[src/rtl/demux_2_32_buf.sv]
// Buffered 1-to-2 demux: each accepted 32-bit word goes to channel A (in_sel=1) or B (in_sel=0),
// each channel with its own 2-entry FIFO. Define DEMUX_STATS_EN for per-channel pop counters.
module demux_2_32_buf (
  input  logic        clk,
  input  logic        rst,
  input  logic        in_valid,
  output logic        in_ready,
  input  logic [31:0] in_data,
  input  logic        in_sel,
  output logic        a_valid,
  input  logic        a_ready,
  output logic [31:0] a_data,
  output logic        b_valid,
  input  logic        b_ready,
  output logic [31:0] b_data
`ifdef DEMUX_STATS_EN
  ,
  output logic [15:0] a_count,
  output logic [15:0] b_count
`endif
);

  localparam int DATA_W = 32;
  localparam int CH_A   = 0;
  localparam int CH_B   = 1;

  logic [DATA_W-1:0] mem_p0 [2][2];
  logic [1:0]        occ_p0 [2];
  logic              wptr_p0 [2];
  logic              rptr_p0 [2];

  logic [1:0] vld_p0;
  logic [1:0] rdy;
  logic [1:0] push;
  logic [1:0] pop;

  // Acceptance looks only at occupancy, never at consumer ready, so a full
  // channel refuses a push even in a cycle where it also pops.
  assign in_ready     = in_sel ? (occ_p0[CH_A] != 2'd2) : (occ_p0[CH_B] != 2'd2);
  assign push[CH_A]   = in_valid & in_ready & in_sel;
  assign push[CH_B]   = in_valid & in_ready & ~in_sel;
  assign vld_p0[CH_A] = (occ_p0[CH_A] != 2'd0);
  assign vld_p0[CH_B] = (occ_p0[CH_B] != 2'd0);
  assign rdy[CH_A]    = a_ready;
  assign rdy[CH_B]    = b_ready;
  assign pop          = vld_p0 & rdy;

  // Stage p0: FIFO control state
  always_ff @(posedge clk) begin
    if (rst) begin
      for (int c = 0; c < 2; c++) begin
        occ_p0[c]  <= 2'd0;
        wptr_p0[c] <= 1'b0;
        rptr_p0[c] <= 1'b0;
      end
    end else begin
      for (int c = 0; c < 2; c++) begin
        if (push[c]) wptr_p0[c] <= ~wptr_p0[c];
        if (pop[c])  rptr_p0[c] <= ~rptr_p0[c];
        case ({push[c], pop[c]})
          2'b10:   occ_p0[c] <= occ_p0[c] + 2'd1;
          2'b01:   occ_p0[c] <= occ_p0[c] - 2'd1;
          default: occ_p0[c] <= occ_p0[c];
        endcase
      end
    end
  end

  always_ff @(posedge clk) begin
    for (int c = 0; c < 2; c++) begin
      if (push[c]) mem_p0[c][wptr_p0[c]] <= in_data;
    end
  end

  assign a_valid = vld_p0[CH_A];
  assign b_valid = vld_p0[CH_B];
  assign a_data  = vld_p0[CH_A] ? mem_p0[CH_A][rptr_p0[CH_A]] : '0;
  assign b_data  = vld_p0[CH_B] ? mem_p0[CH_B][rptr_p0[CH_B]] : '0;

`ifdef DEMUX_STATS_EN
  logic [15:0] cnt_p0 [2];

  always_ff @(posedge clk) begin
    if (rst) begin
      cnt_p0[CH_A] <= 16'h0;
      cnt_p0[CH_B] <= 16'h0;
    end else begin
      for (int c = 0; c < 2; c++) begin
        if (pop[c]) cnt_p0[c] <= cnt_p0[c] + 16'h1;
      end
    end
  end

  assign a_count = cnt_p0[CH_A];
  assign b_count = cnt_p0[CH_B];
`endif

endmodule

[config.mk]
export PLATFORM = sky130hd
export DESIGN_NAME = demux_2_32_buf
export DESIGN_NICKNAME = d
export VERILOG_FILES = /design/src/rtl/demux_2_32_buf.sv
export SDC_FILE = /design/constraint.sdc
export NUM_CORES = 1
export LEC_CHECK = 0
export ABC_AREA = 1
export BUFFER_PORTS_ARGS = -buffer_cell sky130_fd_sc_hd__buf_4
export CAP_MARGIN = 10
export CELL_PAD_IN_SITES_DETAIL_PLACEMENT = 1
export CELL_PAD_IN_SITES_GLOBAL_PLACEMENT = 1
export CORE_AREA = 2 2 126 116
export CTS_CLUSTER_SIZE = 14
export DETAILED_ROUTE_END_ITERATION = 12
export DIE_AREA = 0 0 128 118
export HOLD_SLACK_MARGIN = 0.05
export PLACE_DENSITY_LB_ADDON = 0.08
export SETUP_SLACK_MARGIN = 0.1
export SLEW_MARGIN = 20
export SYNTH_ARGS = -nofsm -noshare
export SYNTH_HDL_FRONTEND = slang
export SYNTH_SLANG_ARGS = --single-unit
export TNS_END_PERCENT = 50
[constraint.sdc]
create_clock -name clk -period 2.9 [get_ports clk]
set_clock_uncertainty 0.1 [all_clocks]
set_input_delay 0.145 -clock clk [delete_from_list [all_inputs] [get_ports clk]]
set_output_delay 0.145 -clock clk [all_outputs]
set_load 0.01 [all_outputs]
# Word level (Yosys, flattened, before mapping)
# Memories as Yosys holds them, arrays and structs flattened.
# Cells that the tools add are included.
totals:
  reg_bits: 0
  latch_bits: 0
  mem_bits_rw: 136
  romBits: 0
  inputBits: 38
  elab_cells: 110
  n_memories: 4
op_classes:
  addsub: 4
  mul: 0
  div_mod_pow: 0
  n_lt_le_gt_ge: 6
  n_eq_ne: 6
  n_shift: 0
  muxes: 60
  bitwise_logic: 23
  n_reduce_logical: 7
memory_table:
  columns: ["memory", "words", "word_bits", "rd", "rd_ports_with_merged_regs", "wr", "line_no", "source"]
  rows:
  - ["mem_p0", 2, 64, 2, 0, 1, "27", "logic [DATA_W-1:0] mem_p0 [2][2];"]
  - ["occ_p0", 2, 2, 2, 0, 2, "28", "logic [1:0] occ_p0 [2];"]
  - ["rptr_p0", 2, 1, 2, 0, 2, "30", "logic rptr_p0 [2];"]
  - ["wptr_p0", 2, 1, 2, 0, 2, "29", "logic wptr_p0 [2];"]
ops:
  columns: ["op", "n"]
  rows:
  - ["$mux W32", 10]
  - ["$mux W64", 4]
  - ["$demux W32 S1", 2]
  - ["$reduce_or A64 Y1", 1]
  - ["$mux W1", 38]
  - ["$mux W2", 6]
  - ["$or A1 B1 Y1", 10]
  - ["$ge A2 B2 Y1 const B", 4]
  - ["$not A1 Y2", 4]
  - ["$not A1 Y1", 5]
  - ["$add A2 B1 Y2 const B", 2]
  - ["$eq A2 B1 Y1 const B", 2]
  - ["$eq A2 B2 Y1 const B", 2]
  - ["$lt A2 B1 Y1 const B", 2]
  - ["$ne A2 B2 Y1 const B", 2]
  - ["$reduce_bool A2 Y1", 2]
  - ["$reduce_or A2 Y1", 2]
  - ["$sub A2 B1 Y2 const B", 2]
  - ["$and A1 B1 Y1", 3]
  - ["$and A2 B2 Y2", 1]
  - ["$logic_and A1 B1 Y1", 2]

# Logic depth before layout (Yosys ltp)
logic_depth:
  ltp_word: 11
  mapped_depth: 9

# Least setup slack after synthesis
# No wires, ideal clock.
synth_timing:
  path_kind: "register -> register"
  startpoint: "memory occ_p0[0][1]"
  endpoint: "memory mem_p0[0][100] (netlist bit), enable pin"
  t_arrival_ps: 2097
  required_ps: 2379
  setup_slack_ps: 282
  path_stages_with_launch: 4
  path_cell_list: "edfxtp_1 > nand3_2 > nand4_4 > nor2_1"
synth_lines:
  columns: ["item", "line_no"]
  rows:
  - ["start: declaration", "28"]
  - ["end: declaration", "27"]

==> metrics.md <==
| Metric | Value |
|---|---|
| CP max-delay cell | `inv_2` |
| CP Capture Type | `output port` |
| # DRC | `0` |
| DIE WIDTH | `128 µm` |
| RSZ-0062 raised after global routing | `no` |
| DIE HEIGHT | `118 µm` |
| Largest net degree at the start of global routing | `34` |
| PwrDens | `779 nW/µm²` |
| Multi-input gate area | `1130 µm²` |
| Logic pwr share | `21.4%` |
| Vias in the first global route | `3733` |
| Dpl cells | `678` |
| Total buffers and inverters traversed by the critical path | `3` |
| Syn Area/Cell | `13.0 µm²` |
| Final hold viol count | `0` |
| Final Max Tran Viols | `0` |
| I/O pins | `105` |
| CTS tree | `built` |
| Worst slew pin tran | `642 ps` |
| Initial antenna violation count | `0` |
| Compound-gate portion of the synthesized area | `6.79%` |
| Crit path kind | `flop to output port` |
| Clk pwr share | `37.2%` |
| CP top delay family | `buffers and inverters` |
| Hpwl dp | `8060 µm` |
| Crit path launch type | `flop` |
| CTS root buf | `clkbuf_16` |
| Core footprint | `13700 µm²` |
| Peak supply drop | `485 µV` |
| Arrival time worst endpoint | `2090 ps` |
| Simple-gate share of the synthesized area | `12.4%` |
| XOR/XNOR Fraction of Synth Area | `0%` |
| F_max | `427 MHz` |
| Max stage delay on crit path | `420 ps` |
| TritonRoute pass-1 iters | `4` |
| Clock transition at the registers of the reported paths | `50 ps` |
| Min-delay worst type | `input pin to flop` |
| Outcome | `finished clean` |
| Count of final setup violators | `0` |
| Maxcap violations | `0` |
| Register area share after synthesis | `75.7%` |
| Synth area leader | `edfxtp_1` |
| Num rows | `41` |
| TNS Setup | `0 ps` |
| Antenna viol nets, final | `0` |
| First-pass GRT wire length | `20900 µm` |
| Fillers | `1413` |
| NumNets Final | `600` |
| Worst slew margin | `57.2%` |
| Cell Area, Synth | `5400 µm²` |
| Largest family of logic cells by synthesized area | `simple AND/OR/NAND/NOR gates` |
| Reg2Reg Setup Slack | `810 ps` |
| Tot Pwr | `5.63 mW` |
| Flop pwr share | `41.4%` |
| Net Count, Synth | `457` |
| Vias | `3587` |
| Switching part of the total | `27.0%` |
| Final Instance Count excl. Fillers | `742` |
| Die Area | `15100 µm²` |
| Starting Density | `39.3%` |
| Ratio of final minimum period to clock period | `80.7%` |
| Drt total wl | `13300 µm` |
| P_leak | `2.82 nW` |
| Mapped Cells | `414` |
| Adder-cell share of the synthesized area | `1.16%` |
| GRT Total Usage | `18.6%` |
| #FFs+latches synth | `136` |
| Ant diodes | `0` |
| Share of post-route cells with drive strength above 1 | `26.8%` |
| Cell breakdown of the critical path | `inv_1 > ha_1 > inv_2 > o21ai_0 > nor2_1 > buf_4` |
| Clock latency on the worst-skew pair | `410 ps` |
| DR WL/cell | `17.9 µm` |
| Crit path required time | `2650 ps` |
| Int Power | `4.11 mW` |
| Switch Pwr | `1.52 mW` |
| Layout area overhead | `33.9%` |
| RePlAce Congestion | `0.738` |
| Bufs on Longest Clock Path | `2` |
| Synth warn | `0` |
| H-tree depth | `4` |
| CTS buffer count | `17` |
| Vias per Instance | `4.83` |
| Mux cell area share after synthesis | `0%` |
| Minimum clock period after layout | `2340 ps` |
| Library cells used by synthesis | `21` |
| Overflow after GRT | `0` |
| CTS Sinks | `136` |
| DRT iter0 DRCs | `231` |
| Reg area | `4080 µm²` |
| Synth top area share | `75.7%` |
| Synth area leaders | `edfxtp_1, nor2_1, nand2_1` |
| Buffers on Ports | `104` |
| Crit path max fanout | `33` |
[routing by layer]
metal / global-route usage, % / up-vias / routed length (µm)
met3: 5.59 / 14 / 528
met2: 29.3 / 92 / 6430
met5: 0 / - / 0
met4: 4.74 / 0 / 139
met1: 25.4 / 1752 / 6150
li1: - / 1729 / -
[path summary, 6_finish.rpt]
kind | from | endpoint | depth (start not counted)
worst min-delay path | in_valid | wptr_p0[0][0] | 3
worst min register to register | occ_p0[1][0] | occ_p0[1][0] | 1
worst max-delay path | occ_p0[1][0] | b_data[31] | 6
worst max register to register | occ_p0[0][1] | mem_p0[0][41] | 4
[sequential cells by signal (all words and copies together) (netlist names)]
signal	flops
rptr_p0	2
wptr_p0	2
occ_p0	4
mem_p0	128
[synthesized netlist by cell type (all sizes together)]
master	instances
nand3	3
inv	19
ha	5
nand2	77
buf	16
edfxtp	136
a21oi	34
nor2	79
clkbuf	4
o21ai	37
o211ai	1
nand3b	1
nand4	2
[kinds of logic after synthesis]
kind of cell / count (synthesis)
AOI/OAI and AO/OA: 72
adders and majority gates: 5
buffers and inverters: 39
DFF: 136
and+or+nand+nor: 162
[power by group through the flow]
stage	Sequential, mW	Combinational [mW]	Clock (mW)
2_1_floorplan	2.36	0.612	0
3_3_place_gp	2.36	1.17	0
3_5_place_dp	2.37	1.19	0
4_1_cts	2.33	1.23	2.13
5_1_grt	2.34	1.34	2.22
6_report	2.33	1.21	2.09
[worst min-delay path, delay by kind of cell]
family | cells | cell delay [ps]
buf+inv | 1 | 120
simple gates | 2 | 240
[repair_timing]
item,4_1_cts,5_1_grt
endpoints found under the hold margin,128,0
setup buffers,0,0
resized for setup,0,0
hold buffers,32,0
[final cells by class]
cell class / count / share of cell area [%]
clock buffers: 21 / 6.09
clock inverters: 11 / 1.80
inverters: 19 / 0.987
multi-input cells: 239 / 15.6
flip-flops and latches: 136 / 56.5
well taps: 172 / 2.98
repair buffers: 144 / 16.1
[cells in the final DEF (no fill, tap or decap), drive strengths merged]
cell type and instances:
edfxtp 136, buf 112, nor2 79, nand2 77, o21ai 37, a21oi 34
dlygate4sd3 32, clkbuf 21, inv 19, clkinv 8, ha 5, nand3 3
bufinv 3, nand4 2, o211ai 1, nand3b 1
[per-stage QoR]
step | setup slack, ps | hold slack (ps) | utilization, % | instance area (µm²)
2_1_floorplan | 282 | 144 | - | 5400
3_3_place_gp | 823 | 249 | 46.1 | 6340
4_1_cts | 529 | 93.8 | 52.6 | 7230
3_5_place_dp | 766 | 252 | 46.1 | 6340
5_1_grt | 363 | 124 | 52.6 | 7230
6_report | 561 | 107 | 52.6 | 7230
(Power assumes the default switching activity.)
